[src/rtl/song_sequencer_if.sv]
// Pattern-ROM fetch port of the song sequencer: request/address out, ack/trigger data back.
interface song_sequencer_if #(
  parameter int POS_W = 9
);
  logic             rom_req_o;
  logic [POS_W-1:0] rom_addr_o;
  logic             rom_ack_i;
  logic [1:0]       rom_data_i;

  modport master (output rom_req_o, rom_addr_o, input rom_ack_i, rom_data_i);
  modport slave  (input rom_req_o, rom_addr_o, output rom_ack_i, rom_data_i);
endinterface

[src/rtl/song_sequencer.sv]
// Beat/tick scheduler: frame ticks -> beats -> song position, pattern fetch, envelope volumes.
// Optional swing timing (alternating long/short beats) is enabled by defining SEQ_SWING_EN.
//
// state | meaning
// IDLE  | counting frame ticks, decaying envelopes
// FETCH | rom_req_o held, waiting for rom_ack_i
// APPLY | one-cycle settle after the trigger bits were applied
module song_sequencer #(
  parameter int SONG_LEN       = 288,
  parameter int LOOP_START     = 0,
  parameter int TICKS_PER_BEAT = 6,
  parameter int POS_W          = 9,
  parameter int VOL_W          = 6
) (
  input  logic              clk,
  input  logic              rst_n,
  input  logic              tick_i,
  input  logic              run_i,
  input  logic              restart_i,
  output logic [POS_W-1:0]  songpos_o,
  output logic              beat_o,
  output logic [VOL_W-1:0]  sqr_vol_o,
  output logic [VOL_W-1:0]  bass_vol_o,
  output logic              overrun_o,
  song_sequencer_if.master  rom
);

  localparam int CTR_W = $clog2(TICKS_PER_BEAT + 2);
  localparam logic [POS_W-1:0] POS_LAST = POS_W'(SONG_LEN - 1);
  localparam logic [POS_W-1:0] POS_LOOP = POS_W'(LOOP_START);
  localparam logic [VOL_W-1:0] VMAX     = {VOL_W{1'b1}};

  typedef enum logic [1:0] {IDLE, FETCH, APPLY} state_t;

  state_t           state_q, state_d;
  logic [CTR_W-1:0] ctr_q, ctr_d;
  logic [POS_W-1:0] pos_q, pos_d;
  logic [VOL_W-1:0] sqr_q, sqr_d;
  logic [VOL_W-1:0] bass_q, bass_d;
  logic             beat_q, beat_d;
  logic             req_q, req_d;
  logic             pending_q, pending_d;
  logic             overrun_q, overrun_d;

  logic [CTR_W-1:0] beat_len;
  logic [CTR_W-1:0] ctr_next;

`ifdef SEQ_SWING_EN
  // Even positions get the long beat, odd ones the short beat; the pair keeps the tempo.
  assign beat_len = pos_q[0] ? CTR_W'(TICKS_PER_BEAT - 1) : CTR_W'(TICKS_PER_BEAT + 1);
`else
  assign beat_len = CTR_W'(TICKS_PER_BEAT);
`endif

  assign ctr_next = ctr_q + CTR_W'(1);

  always_ff @(posedge clk or negedge rst_n) begin
    if (!rst_n) begin
      state_q   <= IDLE;
      ctr_q     <= '0;
      pos_q     <= POS_LAST;
      sqr_q     <= '0;
      bass_q    <= '0;
      beat_q    <= 1'b0;
      req_q     <= 1'b0;
      pending_q <= 1'b0;
      overrun_q <= 1'b0;
    end else begin
      state_q   <= state_d;
      ctr_q     <= ctr_d;
      pos_q     <= pos_d;
      sqr_q     <= sqr_d;
      bass_q    <= bass_d;
      beat_q    <= beat_d;
      req_q     <= req_d;
      pending_q <= pending_d;
      overrun_q <= overrun_d;
    end
  end

  always_comb begin
    state_d   = state_q;
    ctr_d     = ctr_q;
    pos_d     = pos_q;
    sqr_d     = sqr_q;
    bass_d    = bass_q;
    beat_d    = 1'b0;
    req_d     = req_q;
    pending_d = pending_q;
    overrun_d = overrun_q;

    if (restart_i) begin
      state_d   = IDLE;
      ctr_d     = '0;
      pos_d     = POS_LAST;
      sqr_d     = '0;
      bass_d    = '0;
      req_d     = 1'b0;
      pending_d = 1'b0;
      overrun_d = 1'b0;
    end else begin
      // Ticks that arrive mid-fetch are deferred once; a second one is lost.
      if (state_q != IDLE && tick_i && run_i) begin
        if (pending_q) overrun_d = 1'b1;
        else           pending_d = 1'b1;
      end

      case (state_q)
        IDLE: begin
          if (run_i && (tick_i || pending_q)) begin
            // Serving a deferred tick while a fresh one arrives re-arms pending.
            pending_d = pending_q & tick_i;
            if (ctr_next == beat_len) begin
              ctr_d   = '0;
              pos_d   = (pos_q == POS_LAST) ? POS_LOOP : pos_q + POS_W'(1);
              beat_d  = 1'b1;
              req_d   = 1'b1;
              state_d = FETCH;
            end else begin
              ctr_d  = ctr_next;
              sqr_d  = sqr_q - (sqr_q >> 3);
              bass_d = bass_q - (bass_q >> 2);
            end
          end
        end
        FETCH: begin
          if (rom.rom_ack_i) begin
            req_d   = 1'b0;
            state_d = APPLY;
            if (rom.rom_data_i[1]) sqr_d  = VMAX;
            if (rom.rom_data_i[0]) bass_d = VMAX;
          end
        end
        APPLY: state_d = IDLE;
        default: state_d = IDLE;
      endcase
    end
  end

  assign songpos_o      = pos_q;
  assign beat_o         = beat_q;
  assign sqr_vol_o      = sqr_q;
  assign bass_vol_o     = bass_q;
  assign overrun_o      = overrun_q;
  assign rom.rom_req_o  = req_q;
  assign rom.rom_addr_o = pos_q;

endmodule

[src/flat_wrapper.sv]
// flat-port wrapper written by rule: the top's interface ports become plain ports
module song_sequencer_flat 
#(
  parameter int SONG_LEN       = 288,
  parameter int LOOP_START     = 0,
  parameter int TICKS_PER_BEAT = 6,
  parameter int POS_W          = 9,
  parameter int VOL_W          = 6
)
  (clk, rst_n, tick_i, run_i, restart_i, songpos_o, beat_o, sqr_vol_o, bass_vol_o, overrun_o, rom_rom_req_o, rom_rom_addr_o, rom_rom_ack_i, rom_rom_data_i);
  song_sequencer_if #(.POS_W(POS_W)) rom_i ();
  input  logic clk;
  input  logic rst_n;
  input  logic tick_i;
  input  logic run_i;
  input  logic restart_i;
  output logic [POS_W-1:0] songpos_o;
  output logic beat_o;
  output logic [VOL_W-1:0] sqr_vol_o;
  output logic [VOL_W-1:0] bass_vol_o;
  output logic overrun_o;
  output wire logic [$bits(rom_i.rom_req_o)-1:0] rom_rom_req_o;
  output wire logic [$bits(rom_i.rom_addr_o)-1:0] rom_rom_addr_o;
  input wire logic [$bits(rom_i.rom_ack_i)-1:0] rom_rom_ack_i;
  input wire logic [$bits(rom_i.rom_data_i)-1:0] rom_rom_data_i;
  assign rom_rom_req_o = rom_i.rom_req_o;
  assign rom_rom_addr_o = rom_i.rom_addr_o;
  assign rom_i.rom_ack_i = rom_rom_ack_i;
  assign rom_i.rom_data_i = rom_rom_data_i;
  song_sequencer #(.SONG_LEN(SONG_LEN), .LOOP_START(LOOP_START), .TICKS_PER_BEAT(TICKS_PER_BEAT), .POS_W(POS_W), .VOL_W(VOL_W)) u_core (.clk(clk), .rst_n(rst_n), .tick_i(tick_i), .run_i(run_i), .restart_i(restart_i), .songpos_o(songpos_o), .beat_o(beat_o), .sqr_vol_o(sqr_vol_o), .bass_vol_o(bass_vol_o), .overrun_o(overrun_o), .rom(rom_i));
endmodule
[config.mk]
export PLATFORM = sky130hd
export DESIGN_NAME = song_sequencer_flat
export DESIGN_NICKNAME = d
export VERILOG_FILES = /design/src/rtl/song_sequencer_if.sv /design/src/rtl/song_sequencer.sv /design/src/flat_wrapper.sv
export SDC_FILE = /design/constraint.sdc
export NUM_CORES = 1
export LEC_CHECK = 0
export CORE_MARGIN = 10
export CORE_UTILIZATION = 47
export CTS_BUF_LIST = sky130_fd_sc_hd__clkbuf_4 sky130_fd_sc_hd__clkbuf_8
export DETAILED_ROUTE_END_ITERATION = 8
export PLACE_DENSITY = 0.78
export RECOVER_POWER = 50
export SYNTH_ARGS = -nofsm -noshare
export SYNTH_HDL_FRONTEND = slang
export SYNTH_SLANG_ARGS = --single-unit
[constraint.sdc]
create_clock -name clk -period 1.9 [get_ports clk]
set_clock_uncertainty 0.15 [all_clocks]
set_input_delay 0.38 -clock clk [delete_from_list [all_inputs] [get_ports clk]]
set_output_delay 0.38 -clock clk [all_outputs]
set_load 0.01 [all_outputs]
==> run summary, run 1 <==
* u_core.overrun_o — Hold Crit Endpoint
* 40 — count of buffers from port buffering
* yes — TritonCTS clock tree
* 0.5385 GHz — highest clock rate
* 4 — router iterations before antenna repair
* 1910 ps — required time reported for the critical path endpoint
* 9.429 um2 — Post-Syn Area per Cell
* 14.03% — GR Util All Layers
* flip-flop — startpoint type of the worst setup path
* 5.360 — routed vias/inst
* 41 — I/O pins
* sky130_fd_sc_hd__inv_2 — critical path's most frequent cell
* 400 ps — stage delay of the slowest cell on the critical path
* 0 — Final Hold Fails
* 18.8% — clock power share
* u_core.overrun_o — HP Start
* 0.0008627 V — maximum VDD drop
* 22 — std cell rows
* 2079 um — routed metal-1 wire length
* 41.03% — sequential cell area fraction in the yosys report
* 100.0% — fraction of registers with async set/reset
* 3377 um — post-detail-place hpwl
* 31 — largest net degree at the start of global routing
* 36.34% — switching share of total power
* 0 — number of antenna violations at the first check in global routing
* 4618 um — routed wire length
* 1857 ps — final worst path period need
* 14.99 um — detail-routed net length per standard cell
* inv_2 -> ha_4 -> inv_2 -> fa_2 -> a21o_1 -> a21oi_2 -> a31o_2 -> a22oi_2 — critical-path cell list
* 0 — total count of max-transition violations in the final report
* 0 — number of hold buffers added after cts
* 297 — number of cells in the design after placement
* 82.71 um — Die Y-Extent
* 7562 um — global-route wire length before repair
* u_core.bass_vol_o[4] — end of the worst register-to-register path
* 248 um — met3 routed WL
* 5 — number of buffers created by CTS
* 30 — clock tree sinks
* 60 ps — clock slew at reported path FFs
* sky130_fd_sc_hd__buf_4 (33), sky130_fd_sc_hd__clkdlybuf4s50_1 (24), sky130_fd_sc_hd__nor2_1 (23), sky130_fd_sc_hd__dfrtp_1 (23) — most frequent cells in the layout
* 298 — number of fillers in the final layout
* 1840 uW — P_int
* 50.40% — slew margin rel.
* 0 — number of warnings issued by yosys
* 6840 um2 — Die Footprint
* 0 — diodes inserted
* sky130_fd_sc_hd__dfrtp_1 — ys flop type
* 280 ps — Skew-Pair Late Insertion Delay
* 0.001177 uW — leak pwr
* 363.9 ps — tightest hold margin
* 0 — number of routed nets with antenna violations
* 279 — number of nets in the layout
* sky130_fd_sc_hd__buf_4 — most common cell after layout, fill and taps aside
* 0 — number of remaining DRC errors
* 49.36% — Starting Density
* 30 — flop and latch count out of synthesis
* 29.3% — part of the total power dissipated in sequential elements
* 40 ps — reg-to-reg setup timing slack
* 2 — H-tree depth
* reg -> reg — Tightest Hold Check Type
* 1099 nW/um2 — pwr/cell area
* 1848 um2 — synthesized area
* u_core.bass_vol_o[0] — Crit Reg-Reg Startpoint
* 1050 uW — net switching component of the power
* finished, final reports clean — run status
* 93 — iteration-0 DRC count of the detailed router
* 744.1 ps — actual transition at the worst max-transition pin
* 0.8521 — Final Wtd Congestion
* 308 — post-route non-filler standard cell count
* 2255 um — Met2 Routed Length
* 216 — synthesized netlist net count
* sky130_fd_sc_hd__clkbuf_8 — root buffer cell
* 1,651 — via count
* 0 — final setup violation count
* met4 — Highest Signal Layer
* sky130_fd_sc_hd__dfrtp_1 — cell with the largest stage delay on the worst path
* 2 — count of cells along the worst hold path
* 50 — unique cell type count in the Yosys netlist
* 0 — Max Cap Violations
* 0 — remaining global-route overflow
* u_core.bass_vol_o[0] — launch point of the critical path
* 82.71 um — die span in x
* 28.08% — share of final-layout standard cells stronger than drive strength 1
* 0 — number of enable flip-flop cells after synthesis
* 97.75% — ratio of final minimum period to clock period
* 3744 um2 — floorplan core area
* 2 — CTS max path bufs
* 42.25% — area overhead of the layout relative to synthesis
* 1,636 — via count of the first global-routing pass
* 2 — largest fanout on the critical path
* 196 — count of mapped cells out of synthesis
* 1860 ps — Arr. time, crit path
* reg -> reg — CP Class
* 51.9% — Combinational Power Share
* 8 — FF-to-FF path depth
* flip-flop — category of the worst setup path capture point
* true — unrepaired setup endpoints after global routing
synthesized netlist by cell type (all sizes together) (5+ instances only):
| cell type | instances | share of area [%] |
|---|---|---|
| a21oi | 15 | 4.3 |
| buf | 12 | 4.6 |
| clkbuf | 5 | 1.0 |
| dfrtp | 24 | 32 |
| dfstp | 6 | 8.5 |
| ha | 10 | 6.8 |
| inv | 13 | 2.6 |
| nand2 | 6 | 1.2 |
| nor2 | 23 | 4.7 |
| o21ai | 8 | 2.2 |
| xor2 | 5 | 2.4 |
worst max-delay path by stage:
stage                            to  slack (ps)  depth (start not counted)
2_1_floorplan  u_core.bass_vol_o[4]          20                          8
3_3_place_gp   u_core.bass_vol_o[1]        -290                          5
3_5_place_dp   u_core.bass_vol_o[4]        -360                          7
4_1_cts        u_core.bass_vol_o[4]           3                          8
5_1_grt        u_core.bass_vol_o[4]         -60                          8
6_report       u_core.bass_vol_o[4]          40                          8
flip-flops by register name, indices dropped and copies added, names as in the netlist:
signal,cells
u_core.bass_vol_o,6
u_core.beat_o,1
u_core.ctr_q,3
u_core.rom.rom_req_o,1
u_core.pending_q,1
u_core.state_q,2
u_core.rom.rom_addr_o,9
u_core.overrun_o,1
u_core.sqr_vol_o,6
final cells by class:
cell class | instances | area [um2] | area share, %
Clock inverter | 1 | 5.005 | 0.1904
Sequential cell | 30 | 759.5 | 28.89
Clock buffer | 7 | 90.09 | 3.427
Multi-Input combinational cell | 136 | 1036 | 39.41
Timing Repair Buffer | 73 | 629.4 | 23.94
Inverter | 13 | 48.80 | 1.856
Tap cell | 48 | 60.06 | 2.285
cells by family after synthesis:
family	share of synthesized area (%)
flip-flops	41.03
AO/OA/AOI/OAI	21.26
multiplexers	1.760
adder cells (fa/ha/maj)	8.937
buffers and inverters	8.260
XOR/XNOR	2.844
AND/OR/NAND/NOR	15.91
worst max-delay path, delay by kind of cell, from the launching register on:
family | cells | cell delay (ps)
compound gates | 4 | 560
buf+inv | 2 | 130
flops | 1 | 400
fa+ha+maj | 2 | 500
routing by layer:
layer  GRT usage (%)  vias to the layer above
met2           22.69                       29
met5               0                        -
li1                -                      826
met4           4.515                        0
met1           17.27                      792
met3           4.536                        4
through the flow:
stage	cell area (um2)	total power, uW	setup TNS, ps	util (%)	worst slack, ps
2_1_floorplan	1848	1658	0	-	23.91
3_3_place_gp	2430	2163	-4912	64.91	-290.9
3_5_place_dp	2430	2219	-5771	64.91	-358.7
4_1_cts	2551	2834	0	68.15	3.345
5_1_grt	2629	3144	-153.4	70.22	-57.68
6_report	2629	2890	0	70.22	42.83
timing repair:
item	in CTS	in global routing
setup endpoints to repair	22	17
pin swaps	0	7
buffers inserted	0	3
hold endpoints to repair	0	0
resized for setup	21	19
power groups by stage:
stage,registers [uW],logic [uW],clock network [uW]
floorplan,904,754,0
global placement,843,1320,0
detailed placement,849,1370,0
CTS,841,1440,557
global route,865,1690,586
finish,847,1500,545
Note: power is estimated with default switching activity, not from simulation.
==> inputs of run 2 (changes only) <==
SLEW_MARGIN = 20   (was not set)
==> results of run 2 <==
Final layout, timing and power as in run 1 (identical DEF).
